--- src/rtl/context_switch_ctrl_if.sv ---
// Bundle between the context-switch sequencer and the control unit, register file and data RAM.
`default_nettype none

interface context_switch_ctrl_if #(
  parameter int DATA_WIDTH = 32,
  parameter int ADDR_WIDTH = 32
);
  logic                  switch_req;
  logic [7:0]            target_prog;
  logic [DATA_WIDTH-1:0] current_pc;
  logic [DATA_WIDTH-1:0] rf_rdata;
  logic [DATA_WIDTH-1:0] mem_rdata;
  logic [4:0]            rf_addr;
  logic                  rf_we;
  logic [DATA_WIDTH-1:0] rf_wdata;
  logic [ADDR_WIDTH-1:0] mem_addr;
  logic                  mem_we;
  logic [DATA_WIDTH-1:0] mem_wdata;
  logic [DATA_WIDTH-1:0] pc_out;
  logic                  pc_load;
  logic                  busy;
  logic                  done;
  logic                  error;
  logic [7:0]            current_prog;

  modport master (
    input  switch_req, target_prog, current_pc, rf_rdata, mem_rdata,
    output rf_addr, rf_we, rf_wdata, mem_addr, mem_we, mem_wdata,
           pc_out, pc_load, busy, done, error, current_prog
  );

  modport slave (
    output switch_req, target_prog, current_pc, rf_rdata, mem_rdata,
    input  rf_addr, rf_we, rf_wdata, mem_addr, mem_we, mem_wdata,
           pc_out, pc_load, busy, done, error, current_prog
  );
endinterface

`default_nettype wire

--- src/rtl/context_switch_ctrl.sv ---
// Saves the running program's PC/registers into its RAM partition, then restores the target's.
`default_nettype none

module context_switch_ctrl #(
  parameter int DATA_WIDTH   = 32,
  parameter int ADDR_WIDTH   = 32,
  parameter int NUM_REGS     = 32,
  parameter int PARTITION    = 1000,
  parameter int NUM_PROGRAMS = 3,
  parameter int RESET_PROG   = 1
) (
  input  logic                  clock,
  input  logic                  reset_n,
  context_switch_ctrl_if.master bus
);

  typedef enum logic [2:0] {
    IDLE   = 3'd0,
    SAVE   = 3'd1,
    LOAD   = 3'd2,
    DRAIN  = 3'd3,
    FINISH = 3'd4
  } state_t;

  localparam logic [4:0] K_LAST = 5'(NUM_REGS - 1);

  state_t          state_q, state_d;
  logic [4:0]      k_q, k_d;
  logic [7:0]      target_q, target_d;
  logic [7:0]      prog_q, prog_d;
  logic            done_q, done_d;
  logic            error_q, error_d;
  logic            wb_valid_q, wb_valid_d;
  logic [4:0]      wb_idx_q, wb_idx_d;

  logic [ADDR_WIDTH-1:0] save_base, load_base;

  assign save_base = ADDR_WIDTH'(prog_q)   * ADDR_WIDTH'(PARTITION);
  assign load_base = ADDR_WIDTH'(target_q) * ADDR_WIDTH'(PARTITION);

  always_ff @(posedge clock or negedge reset_n) begin
    if (!reset_n) begin
      state_q    <= IDLE;
      k_q        <= '0;
      target_q   <= '0;
      prog_q     <= 8'(RESET_PROG);
      done_q     <= 1'b0;
      error_q    <= 1'b0;
      wb_valid_q <= 1'b0;
      wb_idx_q   <= '0;
    end else begin
      state_q    <= state_d;
      k_q        <= k_d;
      target_q   <= target_d;
      prog_q     <= prog_d;
      done_q     <= done_d;
      error_q    <= error_d;
      wb_valid_q <= wb_valid_d;
      wb_idx_q   <= wb_idx_d;
    end
  end

  always_comb begin
    state_d    = state_q;
    k_d        = k_q;
    target_d   = target_q;
    prog_d     = prog_q;
    done_d     = 1'b0;
    error_d    = 1'b0;
    wb_valid_d = 1'b0;
    wb_idx_d   = wb_idx_q;
    case (state_q)
      IDLE: begin
        if (bus.switch_req) begin
          if (32'(bus.target_prog) >= NUM_PROGRAMS) begin
            error_d = 1'b1;
          end else if (bus.target_prog == prog_q) begin
            done_d = 1'b1;
          end else begin
            target_d = bus.target_prog;
            k_d      = '0;
            state_d  = SAVE;
          end
        end
      end
      SAVE: begin
        k_d = k_q + 5'd1;
        if (k_q == K_LAST) begin
          k_d     = '0;
          state_d = LOAD;
        end
      end
      LOAD: begin
        // RAM data arrives one cycle later, so remember which word is in flight.
        wb_valid_d = 1'b1;
        wb_idx_d   = k_q;
        k_d        = k_q + 5'd1;
        if (k_q == K_LAST) begin
          k_d     = '0;
          state_d = DRAIN;
        end
      end
      DRAIN: begin
        prog_d  = target_q;
        state_d = FINISH;
      end
      FINISH:  state_d = IDLE;
      default: state_d = IDLE;
    endcase
  end

  always_comb begin
    bus.rf_addr   = '0;
    bus.rf_we     = 1'b0;
    bus.rf_wdata  = {DATA_WIDTH{1'b0}};
    bus.mem_addr  = '0;
    bus.mem_we    = 1'b0;
    bus.mem_wdata = {DATA_WIDTH{1'b0}};
    bus.pc_out    = {DATA_WIDTH{1'b0}};
    bus.pc_load   = 1'b0;
    if (state_q == SAVE) begin
      bus.mem_we   = 1'b1;
      bus.mem_addr = save_base + ADDR_WIDTH'(k_q);
      if (k_q == 5'd0) begin
        bus.mem_wdata = bus.current_pc;
      end else begin
        bus.rf_addr   = k_q;
        bus.mem_wdata = bus.rf_rdata;
      end
    end
    if (state_q == LOAD) begin
      bus.mem_addr = load_base + ADDR_WIDTH'(k_q);
    end
    if (wb_valid_q) begin
      if (wb_idx_q == 5'd0) begin
        bus.pc_out  = bus.mem_rdata;
        bus.pc_load = 1'b1;
      end else begin
        bus.rf_we    = 1'b1;
        bus.rf_addr  = wb_idx_q;
        bus.rf_wdata = bus.mem_rdata;
      end
    end
  end

  assign bus.busy         = (state_q == SAVE) || (state_q == LOAD) || (state_q == DRAIN);
  assign bus.done         = done_q || (state_q == FINISH);
  assign bus.error        = error_q;
  assign bus.current_prog = prog_q;

endmodule

`default_nettype wire

--- src/flat_wrapper.sv ---
// flat-port wrapper written by rule: the top's interface ports become plain ports
module context_switch_ctrl_flat 
#(
  parameter int DATA_WIDTH   = 32,
  parameter int ADDR_WIDTH   = 32,
  parameter int NUM_REGS     = 32,
  parameter int PARTITION    = 1000,
  parameter int NUM_PROGRAMS = 3,
  parameter int RESET_PROG   = 1
)
  (clock, reset_n, bus_switch_req, bus_target_prog, bus_current_pc, bus_rf_rdata, bus_mem_rdata, bus_rf_addr, bus_rf_we, bus_rf_wdata, bus_mem_addr, bus_mem_we, bus_mem_wdata, bus_pc_out, bus_pc_load, bus_busy, bus_done, bus_error, bus_current_prog);
  context_switch_ctrl_if #(.DATA_WIDTH(DATA_WIDTH), .ADDR_WIDTH(ADDR_WIDTH)) bus_i ();
  input  logic clock;
  input  logic reset_n;
  input wire logic [$bits(bus_i.switch_req)-1:0] bus_switch_req;
  input wire logic [$bits(bus_i.target_prog)-1:0] bus_target_prog;
  input wire logic [$bits(bus_i.current_pc)-1:0] bus_current_pc;
  input wire logic [$bits(bus_i.rf_rdata)-1:0] bus_rf_rdata;
  input wire logic [$bits(bus_i.mem_rdata)-1:0] bus_mem_rdata;
  output wire logic [$bits(bus_i.rf_addr)-1:0] bus_rf_addr;
  output wire logic [$bits(bus_i.rf_we)-1:0] bus_rf_we;
  output wire logic [$bits(bus_i.rf_wdata)-1:0] bus_rf_wdata;
  output wire logic [$bits(bus_i.mem_addr)-1:0] bus_mem_addr;
  output wire logic [$bits(bus_i.mem_we)-1:0] bus_mem_we;
  output wire logic [$bits(bus_i.mem_wdata)-1:0] bus_mem_wdata;
  output wire logic [$bits(bus_i.pc_out)-1:0] bus_pc_out;
  output wire logic [$bits(bus_i.pc_load)-1:0] bus_pc_load;
  output wire logic [$bits(bus_i.busy)-1:0] bus_busy;
  output wire logic [$bits(bus_i.done)-1:0] bus_done;
  output wire logic [$bits(bus_i.error)-1:0] bus_error;
  output wire logic [$bits(bus_i.current_prog)-1:0] bus_current_prog;
  assign bus_i.switch_req = bus_switch_req;
  assign bus_i.target_prog = bus_target_prog;
  assign bus_i.current_pc = bus_current_pc;
  assign bus_i.rf_rdata = bus_rf_rdata;
  assign bus_i.mem_rdata = bus_mem_rdata;
  assign bus_rf_addr = bus_i.rf_addr;
  assign bus_rf_we = bus_i.rf_we;
  assign bus_rf_wdata = bus_i.rf_wdata;
  assign bus_mem_addr = bus_i.mem_addr;
  assign bus_mem_we = bus_i.mem_we;
  assign bus_mem_wdata = bus_i.mem_wdata;
  assign bus_pc_out = bus_i.pc_out;
  assign bus_pc_load = bus_i.pc_load;
  assign bus_busy = bus_i.busy;
  assign bus_done = bus_i.done;
  assign bus_error = bus_i.error;
  assign bus_current_prog = bus_i.current_prog;
  context_switch_ctrl #(.DATA_WIDTH(DATA_WIDTH), .ADDR_WIDTH(ADDR_WIDTH), .NUM_REGS(NUM_REGS), .PARTITION(PARTITION), .NUM_PROGRAMS(NUM_PROGRAMS), .RESET_PROG(RESET_PROG)) u_core (.clock(clock), .reset_n(reset_n), .bus(bus_i));
endmodule
--- config.mk ---
export PLATFORM = sky130hd
export DESIGN_NAME = context_switch_ctrl_flat
export DESIGN_NICKNAME = d
export VERILOG_FILES = /design/src/rtl/context_switch_ctrl_if.sv /design/src/rtl/context_switch_ctrl.sv /design/src/flat_wrapper.sv
export SDC_FILE = /design/constraint.sdc
export NUM_CORES = 1
export LEC_CHECK = 0
export ABC_AREA = 1
export BUFFER_PORTS_ARGS = -buffer_cell sky130_fd_sc_hd__buf_4
export CAP_MARGIN = 20
export CORE_AREA = 5 5 124 126
export DETAILED_ROUTE_END_ITERATION = 16
export DIE_AREA = 0 0 129 131
export PLACE_DENSITY_LB_ADDON = 0.1
export SETUP_SLACK_MARGIN = 0.5
export SYNTH_ARGS = -nofsm -noshare
export SYNTH_HDL_FRONTEND = slang
export SYNTH_SLANG_ARGS = --single-unit
--- constraint.sdc ---
create_clock -name clock -period 4.7 [get_ports clock]
set_input_delay 1.175 -clock clock [delete_from_list [all_inputs] [get_ports clock]]
set_output_delay 1.175 -clock clock [all_outputs]
set_load 0.02 [all_outputs]
==> flow_metrics.tcl, run 1 <==
set metrics [dict create \
    status "finished, violations left" \
    violations "negative setup slack" \
    p_per_area_nw_per_um2 409.8 \
    ys_seq_area_share_pct 12.61 \
    peakVddDrop_v 0.0005036 \
    nets 1550 \
    setup_ws_ps -851.6 \
    die_width_um 129 \
    synth_edf_count 0 \
    crit_fanout 4 \
    p_seq_share_pct 9.9 \
    grt_max_degree 47 \
    rsz0062_at_grt "yes" \
    power.switching_mw 2.214 \
    ys_warn_count 0 \
    ff2ff_setup_slack_ps 2420 \
    post-route-period-util_pct 118.1 \
    final.setup_skew_ps 7.847 \
    combinationalPowerShare_pct 81.9 \
    final_cell_mix "buf_4 (329), nor2_1 (176), inv_1 (168)" \
    synthMuxAreaShare_pct 0 \
    clk_latency_ps 290 \
    fin_cells 1502 \
    ant_nets 0 \
    dpl_worst_slack_ps -578.7 \
    rows 44 \
    grt_use_met3_pct 3.862 \
    synth_top_family_by_area "simple AND/OR/NAND/NOR gates" \
    synth_cell_types 42 \
    wl_um 23110 \
    critPathSlowestCell "fa_1" \
    final_common_cell "buf_4" \
    dp.cells 1481 \
    place_congestion 0.8947 \
    drive_above_1_share_pct 39.91 \
    cp_common_cell "fa_1" \
    drc 0 \
    diodes 0 \
    synthXorXnorAreaFrac_pct 1.790 \
    grt_util_met1_pct 33.13 \
    maxSlewHeadroom_pct 36.20 \
    coreArea_um2 14200 \
    grt_most_used_layer "met2" \
    fin_setup_tns_ps -7845 \
    synthFlopType "dfrtp_1" \
    reg2reg_from "u_core.state_q[2]$_DFFE_PN0P_" \
    end_kind "primary output" \
    pwr-share-clk_pct 8.2 \
    syn_area_per_cell_um2 6.505 \
    period_minus_slack_ps 5552 \
    cts_tree "built" \
    vias_per_cell 4.891 \
    finalMaxSlewViolations 0 \
    cts_buffers 5 \
    placed_area_um2 9203 \
    cellLeakagePower_nw 5.676 \
    vias 7347 \
    overflow 0 \
    tightest_slew_ps 955.9 \
    power.share.switching_pct 53.92 \
    p_total_mw 4.106 \
    clk_pin_slew_ps 60 \
    start_kind "register" \
    cap_violations 0 \
    yosys.area_share.simple_pct 32.63 \
    synth_compound_area_share_pct 8.417 \
    max_stage_delay_ps 570 \
    power.internal_mw 1.892 \
    hp-start "u_core.wb_idx_q[3]$_DFFE_PN0P_" \
    drt-initial-drc-count 396 \
    async_flop_share_pct 100.0 \
    routedWlPerCell_um 15.38 \
    grt_pass1_wl_um 34680 \
    synthAdderAreaFrac_pct 30.09 \
    drt_first_pass_iters 5 \
    area_growth_pct 57.48 \
    grt_pass1_vias 6740 \
    use_met2_pct 44.54 \
    post-dp-hpwl_um 19130 \
    postLayoutCoreUtil_pct 70.54 \
    ioPinCount 254 \
    worst-setup-path-type "register to primary output" \
    grtUsageTotal_pct 25.88 \
    final_area_um2 10020 \
    synthesis.area_um2 6362 \
    die_area_um2 16900 \
    setup_violations 11 \
    grt_antenna_before_repair 0 \
    nFillCells 1186 \
    die-height_um 131 \
    cp-startpoint "u_core.target_q[0]$_DFFE_PN0P_" \
    hold_viol 0 \
    crit_required_ps 3520 \
    worstPathCellList "fa_1 -> inv_1 -> fa_1 -> fa_1 -> fa_1 -> inv_2 -> ha_4 -> nand3_4 -> nand2_4 -> nand2_4 -> nand2_4 -> inv_4 -> nor2_4 -> nand3_4 -> nor2_4 -> a21oi_1 -> o21ai_1 -> nand2_2 -> buf_6" \
    root_buffer "clkbuf_16" \
    clock_sinks 32 \
    critPathArrivalTime_ps 4380 \
    place.port_buffers 240 \
    ys_seq_elements 32 \
    fmax_ghz 0.1801 \
    clockBufferDepth 2 \
    fin_hold_ws_ps 529.9 \
    postSynthCellCount 978 \
    cts_htree_levels 2 \
    start_util_pct 44.79 \
    hold_class "register to register" \
]
[metal layers]
| layer | share of wire, % | routed length [um] |
|---|---|---|
| met5 | 0 | 0 |
| met4 | 3.5 | 809 |
| met1 | 40 | 9228 |
| met2 | 50 | 11630 |
| met3 | 6.2 | 1443 |
[power groups by stage]
stage	Combinational (mW)	Sequential, mW	Clock [mW]
finish	3.36	0.408	0.336
global route	3.64	0.418	0.354
CTS	3.24	0.408	0.339
detailed placement	2.99	0.414	0
global placement	2.96	0.411	0
floorplan	1.82	0.425	0
[sequential cells by signal (all words and copies together) (netlist names)]
signal and cells:
u_core.bus.current_prog 8, u_core.bus.error 1, u_core.done_q 1, u_core.k_q 5, u_core.state_q 3, u_core.target_q 8, u_core.wb_idx_q 5, u_core.wb_valid_q 1
[synth_stat cells (all sizes together), types with 2 or more instances]
master / instances / area share, %
a21o: 2 / 0.24
a21oi: 17 / 1.4
buf: 15 / 1.7
clkbuf: 18 / 1.1
dfrtp: 31 / 12
fa: 45 / 14
ha: 81 / 16
inv: 196 / 12
nand2: 205 / 13
nand3: 53 / 4.8
nand4: 14 / 1.6
nor2: 194 / 12
nor3: 8 / 0.81
o21ai: 61 / 4.8
o22ai: 9 / 0.88
o31ai: 2 / 0.24
o32ai: 2 / 0.28
or2: 2 / 0.20
xnor2: 3 / 0.41
xor2: 10 / 1.4
[layout make-up]
type	instances	area, um2	area share [%]
timing repair buffer	353	2740	27.35
clock buffer	5	125.1	1.249
inverter	197	742.0	7.405
sequential	32	810.8	8.092
tap	184	230.2	2.298
clock inverter	3	23.77	0.2373
multi-input combinational	728	5348	53.37
[cell families (layout without fill, tap and decap cells)]
family,Yosys count,count (layout)
and+or+nand+nor,478,478
DFF,32,32
AOI/OAI and AO/OA,98,98
xor gates and xnor gates,13,13
adders and majority gates,126,126
buffers and inverters,230,558
other,1,13
[worst max-delay path, delay by kind of cell (launching register included)]
| kind | cells | cell delay [ps] |
|---|---|---|
| AO/OA/AOI/OAI | 2 | 200 |
| flip-flops | 1 | 420 |
| AND/OR/NAND/NOR | 8 | 830 |
| buffers and inverters | 4 | 290 |
| adder cells (fa/ha/maj) | 5 | 2340 |
[path summary, 6_finish.rpt]
kind                       cells after the start                                endpoint
setup / recovery                              19                        bus_mem_addr[15]
hold / removal                                 2          u_core.wb_idx_q[3]$_DFFE_PN0P_
setup reg to reg                               7               u_core.k_q[2]$_DFFE_PN0P_
hold reg to reg                                2          u_core.wb_idx_q[3]$_DFFE_PN0P_
max in group asynchronous                      1  u_core.bus.current_prog[0]$_DFFE_PN1P_
min in group asynchronous                      1                 u_core.done_q$_DFF_PN0_
[what timing repair did]
| action | CTS | global route |
|---|---|---|
| cloned | 0 | 0 |
| hold buffers | 0 | 0 |
| endpoints found under the setup margin | 12 | 12 |
| pin swaps | 60 | 18 |
| buffers inserted | 10 | 3 |
| resized for setup | 76 | 60 |
(Power assumes the default switching activity.)
==> inputs of run 2 (changes only) <==
- CORE_AREA: 5 5 124 126 -> 2 2 121 123
- DIE_AREA: 0 0 129 131 -> 0 0 123 125
- SKIP_CTS_REPAIR_TIMING: not set -> 1
==> run 2 against run 1 <==
Against the previous run:
- the flow still finishes with violations (negative setup slack)
- critical endpoint is now bus_mem_addr[16]
- routed wire length is 3.0% lower
- clock power is 11% lower
- combinational power shrank 2%
==> flow_metrics.tcl, run 2 (synthesis gave the netlist of run 1 again) <==
set metrics [dict create \
    final.setup_skew_ps 4.227 \
    hold_class "register to register" \
    die_width_um 123 \
    fin_cells 1498 \
    drt-initial-drc-count 432 \
    die-height_um 125 \
    reg2reg_from "u_core.state_q[2]$_DFFE_PN0P_" \
    fmax_ghz 0.1795 \
    violations "negative setup slack" \
    final_common_cell "buf_4" \
    period_minus_slack_ps 5571 \
    routedWlPerCell_um 14.96 \
    p_per_area_nw_per_um2 406.1 \
    root_buffer "clkbuf_16" \
    cts_htree_levels 2 \
    wl_um 22410 \
    post-dp-hpwl_um 18780 \
    clk_latency_ps 270 \
    coreArea_um2 14200 \
    die_area_um2 15380 \
    placed_area_um2 9210 \
    cts_tree "built" \
    drt_first_pass_iters 5 \
    overflow 0 \
    postLayoutCoreUtil_pct 69.50 \
    vias 7245 \
    peakVddDrop_v 0.0004484 \
    setup_ws_ps -871.2 \
    start_util_pct 44.79 \
    rsz0062_at_grt "yes" \
    ant_nets 0 \
    final_area_um2 9872 \
    vias_per_cell 4.836 \
    grt_pass1_wl_um 33510 \
    dp.cells 1482 \
    rows 44 \
    place_congestion 0.9246 \
    final_cell_mix "buf_4 (333), nor2_1 (176), inv_1 (173)" \
    ioPinCount 254 \
    end_kind "primary output" \
    tightest_slew_ps 946.7 \
    status "finished, violations left" \
    cellLeakagePower_nw 5.688 \
    diodes 0 \
    drc 0 \
    cap_violations 0 \
    nets 1547 \
    start_kind "register" \
    place.port_buffers 240 \
    post-route-period-util_pct 118.5 \
    grt_max_degree 34 \
    clk_pin_slew_ps 50 \
    grt_antenna_before_repair 0 \
    critPathArrivalTime_ps 4400 \
    area_growth_pct 55.16 \
    clockBufferDepth 2 \
    maxSlewHeadroom_pct 36.68 \
    cp-startpoint "u_core.bus.current_prog[4]$_DFFE_PN0P_" \
    hold_viol 0 \
    grt_pass1_vias 6730 \
    setup_violations 11 \
    hp-start "u_core.wb_idx_q[3]$_DFFE_PN0P_" \
    cts_buffers 5 \
    finalMaxSlewViolations 0 \
    crit_fanout 5 \
    crit_required_ps 3520 \
    clock_sinks 32 \
    drive_above_1_share_pct 38.74 \
    grtUsageTotal_pct 27.68 \
    worst-setup-path-type "register to primary output" \
]
## run 2: changes by cell type in the layout (fill, tap and decap cells not counted), moves of 3 or more
| cell | change |
|---|---|
| buf_6 | -8 |
| ha_4 | -8 |
| ha_1 | +7 |
| nand2_1 | +6 |
| inv_1 | +5 |
| buf_4 | +4 |
| inv_2 | -4 |
| nand2_4 | -4 |
| nand3_1 | -3 |
## run 2: where the power goes
group	leakage, nW	internal, mW	total (mW)	switching [mW]
Clock	0.0667	0.192	0.298	0.106
Sequential	0.409	0.344	0.409	0.0650
Combinational	5.21	1.32	3.30	1.98
## run 2: worst max-delay path, cell delays in order (launching register included)
cell and delay [ps]:
dfrtp_2 360, inv_1 130, fa_1 580, inv_1 60
fa_1 520, fa_1 430, ha_1 310, ha_1 350
nand2_1 150, inv_1 70, a21oi_2 200, nand3_2 110
nand2_2 110, nand2_4 60, nor2_4 120, inv_1 60
nor2_2 130, nor2_1 50, nand2_1 110, nand2_2 50
buf_4 160
## run 2: metrics by stage
| step | worst slack, ps | hold slack (ps) | setup TNS [ps] | power, mW |
|---|---|---|---|---|
| after global placement | -566.7 | 503.8 | -4643 | 3.367 |
| final | -871.2 | 520.4 | -7851 | 4.009 |
| after floorplan | -380.2 | 476.1 | -2614 | 2.244 |
| after detailed placement | -654.0 | 509.5 | -5451 | 3.406 |
| after global routing | -1134 | 561.9 | -10070 | 4.309 |
| after CTS | -942.2 | 519.8 | -8655 | 3.719 |
## run 2: path summary, 6_finish.rpt
check | end | cells past startpoint | slack (ps)
max | bus_mem_addr[16] | 20 | -870
min | u_core.wb_idx_q[3]$_DFFE_PN0P_ | 2 | 520
max reg2reg | u_core.k_q[3]$_DFFE_PN0P_ | 6 | 2180
min reg2reg | u_core.wb_idx_q[3]$_DFFE_PN0P_ | 2 | 520
max in group asynchronous | u_core.target_q[0]$_DFFE_PN0P_ | 1 | 3540
min in group asynchronous | u_core.bus.error$_DFF_PN0_ | 1 | 830
## run 2: area by class of cell
| type | instances | area [um2] |
|---|---|---|
| fill | 1226 | 4332 |
| tap | 184 | 230.2 |
| inverter | 197 | 739.5 |
| clock inverter | 1 | 5.005 |
| timing repair buffer | 350 | 2700 |
| multi-input combinational | 728 | 5258 |
| sequential | 32 | 810.8 |
| clock buffer | 6 | 128.9 |
## run 2: routing by layer
metal | routed length, um | up-vias | share of wire (%) | global-route usage [%]
li1 | - | 3661 | - | -
met1 | 9732 | 3306 | 43 | 38.42
met2 | 10780 | 238 | 48 | 46.12
met3 | 1346 | 40 | 6.0 | 2.099
met4 | 560 | 0 | 2.5 | 7.955
met5 | 0 | - | 0 | 0
==> inputs of run 3 (changes only) <==
- CORE_AREA: 2 2 121 123 -> 2 2 115 117
- DIE_AREA: 0 0 123 125 -> 0 0 117 119
- HOLD_SLACK_MARGIN: not set -> 0.05
- clock period: 4.7 -> 6.3 ns (I/O delays scaled with it)
==> run 3 against run 2 <==
Against the previous run:
- sequential share of layout area increased by 0.56 points
- global-route usage increased by 3.1 points
- sequential power decreased by 25%
- the flow now finishes without violations
- count of clock-buffer cells in the layout decreased by 1
- largest power group unchanged
- first-iteration DRC count increased by 11%
- worst setup slack improved by 1100 ps
- routed wire length increased by 2.9%
==> flow_metrics.tcl, run 3 (synthesis gave the netlist of run 1 again) <==
set metrics [dict create \
    clockBufferDepth 2 \
    drt-initial-drc-count 481 \
    grt_util_met1_pct 43.40 \
    ioPinCount 254 \
    peakVddDrop_v 0.0002303 \
    overflow 0 \
    use_met2_pct 48.05 \
    nFillCells 1075 \
    cp_common_cell "fa_1" \
    period_minus_slack_ps 6054 \
    die_width_um 117 \
    clk_latency_ps 280 \
    clk_pin_slew_ps 50 \
    cts_htree_levels 2 \
    grt_pass1_wl_um 33040 \
    place_congestion 0.9319 \
    max_stage_delay_ps 580 \
    area_growth_pct 45.49 \
    rsz0062_at_grt "yes" \
    critical_path_buf_inv_count 3 \
    postLayoutCoreUtil_pct 71.90 \
    drt_first_pass_iters 5 \
    vias_per_cell 5.029 \
    hp-start "u_core.wb_idx_q[3]$_DFFE_PN0P_" \
    fmax_ghz 0.1652 \
    wl_um 23080 \
    rows 42 \
    hold_path_depth 2 \
    die-height_um 119 \
    regArea_um2 812.0 \
    power.internal_mw 1.228 \
    hold_viol 0 \
    setup_ws_ps 246.3 \
    final.setup_skew_ps 4.490 \
    post-dp-hpwl_um 18030 \
    vias 7141 \
    cellLeakagePower_nw 5.299 \
    grt_use_met3_pct 5.852 \
    p_per_area_nw_per_um2 302.4 \
    post-route-period-util_pct 96.09 \
    start_util_pct 49.42 \
    worstPathCellList "fa_1 -> inv_1 -> fa_2 -> fa_1 -> fa_1 -> inv_2 -> ha_4 -> nand3_4 -> nand2_4 -> nand2_2 -> nand2_2 -> nand3_2 -> nor2_4 -> nand3_2 -> o21ai_0 -> o21ai_2 -> buf_6" \
    grtUsageTotal_pct 30.79 \
    pwr-share-clk_pct 8.5 \
    end_kind "primary output" \
    combinationalPowerShare_pct 80.6 \
    min_to "u_core.wb_idx_q[3]$_DFFE_PN0P_" \
    fin_setup_tns_ps 0 \
    cap_violations 0 \
    root_buffer "clkbuf_16" \
    grt_antenna_before_repair 0 \
    critPathArrivalTime_ps 4480 \
    reg2reg_depth 7 \
    die_area_um2 13920 \
    ff2ff_setup_slack_ps 4020 \
    reg2reg_to "u_core.k_q[1]$_DFFE_PN0P_" \
    grt_pass1_vias 6394 \
    final_common_cell "buf_4" \
    maxSlewHeadroom_pct 37.44 \
    p_total_mw 2.799 \
    worst-setup-path-type "register to primary output" \
    multi_input_area_um2 5195 \
    power.share.switching_pct 56.12 \
    place.port_buffers 240 \
    setup_violations 0 \
    reg2reg_from "u_core.state_q[2]$_DFFE_PN0P_" \
    nets 1476 \
    routedWlPerCell_um 16.25 \
    final_cell_mix "buf_4 (271), nor2_1 (176), inv_1 (170)" \
    critPathTopFamily "adder cells" \
    dp.cells 1388 \
    fin_cells 1420 \
    cts_tree "built" \
    hold_class "register to register" \
    crit_fanout 5 \
    coreArea_um2 12870 \
    grt_most_used_layer "met2" \
    start_kind "register" \
    drc 0 \
    power.switching_mw 1.571 \
    grt_max_degree 47 \
    ant_nets 0 \
    crit_required_ps 4720 \
    status "finished, final reports clean" \
    finalMaxSlewViolations 0 \
    dpl_worst_slack_ps 256.4 \
    clock_sinks 32 \
    drive_above_1_share_pct 35.61 \
    critPathSlowestCell "fa_1" \
    tightest_slew_ps 935.0 \
    diodes 0 \
    p_seq_share_pct 10.9 \
    cts_buffers 5 \
]
-- run 3: metrics by stage --
stage / cell area [um2] / hold WS [ps]
after floorplan: 6407 / 476.1
after global placement: 8364 / 495.3
after detailed placement: 8364 / 502.0
after CTS: 8508 / 513.2
after global routing: 9256 / 546.4
final: 9256 / 513.0
-- run 3: worst register-to-register path, cell delays in order (launching register included) --
cell and delay (ps):
dfrtp_1 440, nor3_4 190, buf_4 450, inv_1 400, nand2_1 310, inv_2 120
nand2_1 150, o21ai_0 100
-- run 3: area by class of cell --
class                   instances  share of cell area, %
flip-flops and latches         32                  8.773
clock buffers                   5                  1.352
inverters                     197                  8.218
clock inverters                 3                 0.2028
well taps                     176                  2.379
multi-input cells             728                  56.12
repair buffers                279                  22.95
-- run 3: worst max-delay path by stage --
stage / startpoint / endpoint / slack [ps] / cells after the start
CTS: u_core.target_q[2]$_DFFE_PN0P_ / bus_mem_addr[14] / -70 / 17
detailed placement: u_core.target_q[1]$_DFFE_PN0P_ / bus_mem_addr[14] / 260 / 17
global placement: u_core.target_q[1]$_DFFE_PN0P_ / bus_mem_addr[15] / 340 / 18
finish: u_core.target_q[1]$_DFFE_PN0P_ / bus_mem_addr[14] / 250 / 17
floorplan: u_core.bus.current_prog[1]$_DFFE_PN0P_ / bus_mem_addr[11] / 520 / 16
global route: u_core.target_q[1]$_DFFE_PN0P_ / bus_mem_addr[14] / 110 / 17
-- run 3: routing by layer --
metal / wire, um / share of wire, %
met5: 0 / 0
met4: 658 / 2.9
met3: 1996 / 8.7
met2: 10660 / 46
met1: 9757 / 42
-- run 3: power by group through the flow --
stage | Combinational [mW] | Clock (mW) | Sequential [mW]
2_1_floorplan | 1.25 | 0 | 0.316
3_3_place_gp | 1.97 | 0 | 0.306
3_5_place_dp | 1.99 | 0 | 0.307
4_1_cts | 2.00 | 0.240 | 0.304
5_1_grt | 2.44 | 0.249 | 0.313
6_report | 2.26 | 0.238 | 0.306
